--- config.mk ---
export PLATFORM = sky130hd
export DESIGN_NAME = multi_debouncer
export DESIGN_NICKNAME = d
export VERILOG_FILES = /design/src/rtl/multi_debouncer.sv
export SDC_FILE = /design/constraint.sdc
export NUM_CORES = 1
export LEC_CHECK = 0
export ABC_AREA = 1
export CAP_MARGIN = 30
export CELL_PAD_IN_SITES_DETAIL_PLACEMENT = 1
export CELL_PAD_IN_SITES_GLOBAL_PLACEMENT = 1
export CORE_UTILIZATION = 36
export DETAILED_ROUTE_END_ITERATION = 7
export GPL_ROUTABILITY_DRIVEN = 0
export PLACE_DENSITY_LB_ADDON = 0.1
export REMOVE_ABC_BUFFERS = 1
export SYNTH_ARGS = -nofsm -noshare
export SYNTH_HDL_FRONTEND = slang
export SYNTH_SLANG_ARGS = --single-unit
--- constraint.sdc ---
create_clock -name clk -period 1.6 [get_ports clk]
set_input_delay 0.32 -clock clk [delete_from_list [all_inputs] [get_ports clk]]
set_output_delay 0.32 -clock clk [all_outputs]
set_load 0.02 [all_outputs]
--- src/rtl/multi_debouncer.sv ---
// multi_debouncer: N-channel switch debouncer with 2-FF synchronisers, tick-gated stability counters and transition strobes.
// Optional macro MULTI_DEBOUNCER_EVT_LATCH_EN adds sticky per-channel event flags (evt_up/evt_dn) cleared by evt_clr.
module multi_debouncer #(
    parameter int   CHANNELS      = 4,
    parameter int   STABLE_CYCLES = 100000,
    parameter logic RESET_LEVEL   = 1'b0
) (
    input  logic                clk,
    input  logic                rst,
    input  logic                tick,
    input  logic [CHANNELS-1:0] din,
    output logic [CHANNELS-1:0] state,
    output logic [CHANNELS-1:0] trans_up,
    output logic [CHANNELS-1:0] trans_dn,
`ifdef MULTI_DEBOUNCER_EVT_LATCH_EN
    input  logic [CHANNELS-1:0] evt_clr,
    output logic [CHANNELS-1:0] evt_up,
    output logic [CHANNELS-1:0] evt_dn,
`endif
    output logic                any_change
);
    localparam int CNT_W = $clog2(STABLE_CYCLES + 1);
    localparam logic [CNT_W-1:0] LAST = CNT_W'(STABLE_CYCLES - 1);
    logic [CHANNELS-1:0] sync_0;
    logic [CHANNELS-1:0] sync_1;
    logic [CNT_W-1:0]    cnt [CHANNELS];
    logic [CHANNELS-1:0] mismatch;
    assign mismatch   = sync_1 ^ state;
    assign any_change = |{trans_up, trans_dn};
    // two-stage synchroniser on the raw pins, runs every clock regardless of tick
    always_ff @(posedge clk) begin
        if (rst) begin
            sync_0 <= {CHANNELS{RESET_LEVEL}};
            sync_1 <= {CHANNELS{RESET_LEVEL}};
        end else begin
            sync_0 <= din;
            sync_1 <= sync_0;
        end
    end
    // per-channel stability counter; a matching cycle clears progress, the last counted tick flips state and strobes
    always_ff @(posedge clk) begin
        for (int i = 0; i < CHANNELS; i++) begin
            if (rst) begin
                state[i]    <= RESET_LEVEL;
                cnt[i]      <= '0;
                trans_up[i] <= 1'b0;
                trans_dn[i] <= 1'b0;
            end else begin
                trans_up[i] <= 1'b0;
                trans_dn[i] <= 1'b0;
                if (!mismatch[i]) begin
                    cnt[i] <= '0;
                end else if (tick) begin
                    if (cnt[i] == LAST) begin
                        state[i]    <= ~state[i];
                        cnt[i]      <= '0;
                        trans_up[i] <= ~state[i];
                        trans_dn[i] <= state[i];
                    end else begin
                        cnt[i] <= cnt[i] + 1'b1;
                    end
                end
            end
        end
    end
`ifdef MULTI_DEBOUNCER_EVT_LATCH_EN
    // sticky event flags; a transition in the same cycle as a clear keeps the flag set
    always_ff @(posedge clk) begin
        if (rst) begin
            evt_up <= '0;
            evt_dn <= '0;
        end else begin
            evt_up <= trans_up | (evt_up & ~evt_clr);
            evt_dn <= trans_dn | (evt_dn & ~evt_clr);
        end
    end
`endif
endmodule

---- Yosys cells after proc, flatten, opt, wreduce, memory -nomap -nowiden ----
Memories as Yosys holds them, arrays and structs flattened.
Index checks and enable logic that the tools add are counted.
word-level totals
  memories ................................ 1
  register bits ........................... 20
  RAM bits ................................ 68
  output and inout port bits .............. 13
  input bits .............................. 7
  logic and storage cells ................. 124
memory list
  name  words  width  rd ports  clocked after memory_dff  write ports  RTL line  RTL
  cnt   4      17     4         0                         4            26        logic [CNT_W-1:0] cnt [CHANNELS];
cells by class
  bitwise gates (word level) .............. 26
  muxes and demuxes ....................... 66
  $add $sub $neg .......................... 4
  eq/ne operators ......................... 4
  reductions and logical operators ........ 9
operators with widths
  operator                                       number
  2-to-1 mux 17 bit                              12
  adder 17 x 1 -> 17 bit, second input constant  4
  equality test 17 bit, second input constant    4
  2-to-1 mux 1 bit                               54
  OR reduction 4 bit                             4
  NOT 1 bit                                      13
  bitwise OR 1 bit                               12
  AND reduction 3 bit                            4
  OR reduction 8 bit                             1
  bitwise XOR 4 bit                              1

---- Logic depth before layout (Yosys ltp) ----
  depth in word-level cells ............... 8
  depth in mapped cells ................... 10
  mapped depth without buffers ............ 10

---- Least setup slack after synthesis ----
OpenSTA, ideal clock, no wires.
  path kind ............................... input -> register
  start point ............................. input port rst
  end point ............................... memory cnt[1][0] (netlist name) (enable)
  path slack .............................. 0.014 ns
  data required time ...................... 1.175 ns
  path buffers ............................ 1
  arrival time ............................ 1.161 ns
  cell stages on the path ................. 3
  library setup time ...................... 0.425 ns
  cell sequence ........................... clkbuf_1 nor2_1 nand3_1
RTL lines
  element      RTL line  RTL
  from (decl)  9         input logic rst,
  to (decl)    26

==> impl_metrics.yaml <==
outcome:
  status: "finished, violations left"
  violations: "setup timing"
grt:
  antenna_found_initial: 0
  grt_max_degree: 18
  track_usage: 0.1838
  grt_pass1_vias: 4391
  grt_pass1_wl_um: 20690
  grt_remaining_overflow: 0
clocking:
  cts_root_buf: "clkbuf_16"
  h-tree-depth: 3
  clock_latency_ps: 340
  clock_sinks: 88
  cts_tree: "yes"
  path_clk_slew_ps: 70
  ctsHoldBuffers: 0
  numCtsBuffers: 9
  clock_path_buffers: 2
sta:
  fmax_mhz: 617.6
  period_needed_ps: 1619
  slew_headroom: 0.7667
  worst_slew_pin_slew_ps: 348.0
  rsz0062_at_grt: "true"
  slew_violations: 0
  hold_violations: 0
  finalCritPeriodShare: 1.012
  holdWs_ps: 395.4
  fin_tns_setup_ps: -107.7
  postLayoutSetupSlackWorst_ps: -19.24
  setup_violations: 7
  skew_ps: 7.526
detailed_routing:
  drc: 0
  post_drt_via_cell_ratio: 4.686
  routed-wl-met2_um: 6117
  wl_met3_um: 296
  drt-total-wl_um: 12440
  topRoutingLayerUsed: "met4"
  ant_nets: 0
  wl_per_cell_um: 14.05
  vias: 4147
  drt-pass1-iter-count: 4
  met1Wirelength_um: 5870
  drtIter0Drc: 170
worst_setup_path:
  worstSetupPathType: "reg2reg"
  cp_max_fo: 7
  max_stage_delay_ps: 420
  arrival_ps: 1720
  crit_required_ps: 1700
  path_cells: "ha_4 -> nand2_4 -> nor2_4 -> nand3_4 -> o21ai_4 -> clkbuf_16 -> nor2_2"
  startpoint_type: "flop"
  slowest_stage: "edfxtp_1"
  critPathCaptureType: "flop"
final_layout:
  drive_gt1_frac: 0.2835
  diodes: 0
  nets: 715
  fin_area_um2: 6569
  areaGrowthSynthToFinish_pct: 32.58
place:
  portBuffers: 19
  hpwlAfterDp_um: 8860
  place_area_um2: 5929
synth:
  ys_types: 33
  syn_inst: 589
  synth_top_family_by_area: "simple AND/OR/NAND/NOR gates"
  syn_area_um2: 4955
  yosys_warnings: 0
  synth_fa_ha_area_frac: 0.01010
  synth-seq-area-share: 0.4929
  synth-compound-area-share: 0.02197
  synthSimpleGateAreaFrac: 0.3273
  synthMuxAreaShare: 0
  syn-mean-instance-area_um2: 8.412
  ys_seq_elements: 88
  synth_xor_area_frac: 0.06540
power:
  p_leak_nw: 2.584
  power_density_nw_per_um2: 749.7
  total_power_mw: 4.925
  irDropWorstVdd_mv: 0.4484
die:
  die_h_um: 119.3
  die-width_um: 119.3
  io_pins: 20
  initial_utilization: 0.3712
  coreArea_um2: 13350
  die_area_um2: 14240
  num_rows: 42
hold_path:
  hold_path_class: "reg2reg"
job:
  cap_violations: 0
-- sequential cells by signal (all words and copies together) (netlist names) --
name / flops
state: 4
trans_dn: 4
sync_0: 4
cnt: 68
sync_1: 4
trans_up: 4
-- cells in the final DEF, fill, tap and decap left out, types with 2 or more instances in the layout --
cell             count
a21oi_1             10
buf_12               3
buf_4               85
clkbuf_1             2
clkbuf_16           12
clkbuf_8             2
clkdlybuf4s50_1      6
clkinv_2             2
dfxtp_1             19
dlygate4sd2_1       12
edfxtp_1            68
ha_4                 2
inv_1               84
inv_2                7
nand2_1            112
nand2_2             13
nand2_4              3
nand2_8              2
nand3_1             30
nand3_2              8
nand3_4              2
nand4_1             18
nor2_1              91
nor2_2              27
nor2_4              12
nor3_1              11
nor3_2               6
nor3_4               2
o21ai_0              2
o21ai_1              2
o21ai_2              2
or2_0                2
or2_1                2
xnor2_1              9
xor2_1              25
xor2_2               2
-- final cells by class --
class | count | area, µm²
clock buffers | 15 | 310.3
flip-flops and latches | 88 | 2444
clock inverters | 1 | 5.005
well taps | 176 | 220.2
fillers | 1606 | 6779
multi-input cells | 405 | 2350
inverters | 92 | 346.6
repair buffers | 108 | 893.4
-- metrics by stage --
stage            util  instances  setup slack, ps
6_report       0.4921        885           -19.24
5_1_grt        0.4921        885           -81.77
4_1_cts        0.4704        876            17.05
3_5_place_dp   0.4442        859           -272.3
3_3_place_gp   0.4442        859           -241.6
2_1_floorplan       -        584            19.51
-- path summary, 6_finish.rpt --
kind | from | to | slack [ps] | depth (start not counted)
max | cnt[0][1] | cnt[0][6] | -20 | 7
min | sync_0[0] | sync_1[0] | 400 | 2
max reg2reg | cnt[0][1] | cnt[0][6] | -20 | 7
min reg2reg | sync_0[0] | sync_1[0] | 400 | 2
-- power breakdown --
part	switching [mW]	internal (mW)
Sequential	0.0302	2.48
Combinational	0.102	0.0879
Clock	0.900	1.33
-- cells in the mapped netlist --
library cell | instances | share of area
or2_0 | 2 | 0.0025
nor3_1 | 13 | 0.013
dfxtp_1 | 20 | 0.081
o21ai_4 | 1 | 0.0033
xor2_1 | 27 | 0.048
nor3_4 | 1 | 0.0033
a21oi_1 | 11 | 0.011
and2_1 | 1 | 0.0013
nor3_2 | 5 | 0.010
buf_8 | 1 | 0.0030
or2_2 | 1 | 0.0013
buf_12 | 1 | 0.0040
nand2_1 | 116 | 0.088
nand4_1 | 18 | 0.023
nor2_4 | 4 | 0.0091
clkbuf_1 | 1 | 0.00076
nor2_2 | 27 | 0.034
o21ai_1 | 3 | 0.0030
or2_1 | 2 | 0.0025
xnor2_1 | 10 | 0.018
nand3_2 | 5 | 0.010
buf_6 | 2 | 0.0045
nand3_1 | 35 | 0.035
inv_1 | 84 | 0.064
o21bai_1 | 1 | 0.0015
nand2_2 | 13 | 0.016
ha_1 | 4 | 0.010
o21ai_0 | 3 | 0.0030
clkinv_2 | 1 | 0.0010
nor2_1 | 99 | 0.075
inv_2 | 7 | 0.0053
nor4_1 | 2 | 0.0025
edfxtp_1 | 68 | 0.41
-- worst max-delay path, delay by kind of cell (launching register included) --
kind	cells	cell delay, ps
AO/OA/AOI/OAI	1	230
adder cells (fa/ha/maj)	1	170
buffers and inverters	1	220
flip-flops	1	420
AND/OR/NAND/NOR	4	330
-- cell families (layout without fill, tap and decap cells) --
group | Yosys count | in the layout
and+or+nand+nor | 344 | 345
buffers and inverters | 97 | 216
DFF | 88 | 88
xor gates and xnor gates | 37 | 37
AOI/OAI and AO/OA | 19 | 19
adders and majority gates | 4 | 4
-- what timing repair did --
action / CTS / global route
cloned: 0 / 2
setup endpoints to repair: 63 / 81
resized for setup: 23 / 45
buffers inserted: 1 / 7
pin swaps: 1 / 15
-- per-layer routing --
metal,track usage,vias up
met1,0.2396,1979
met2,0.3052,46
met3,0.03257,10
met5,0,-
met4,0.06563,0
li1,-,2112
Power figures use the tool's default switching activity.
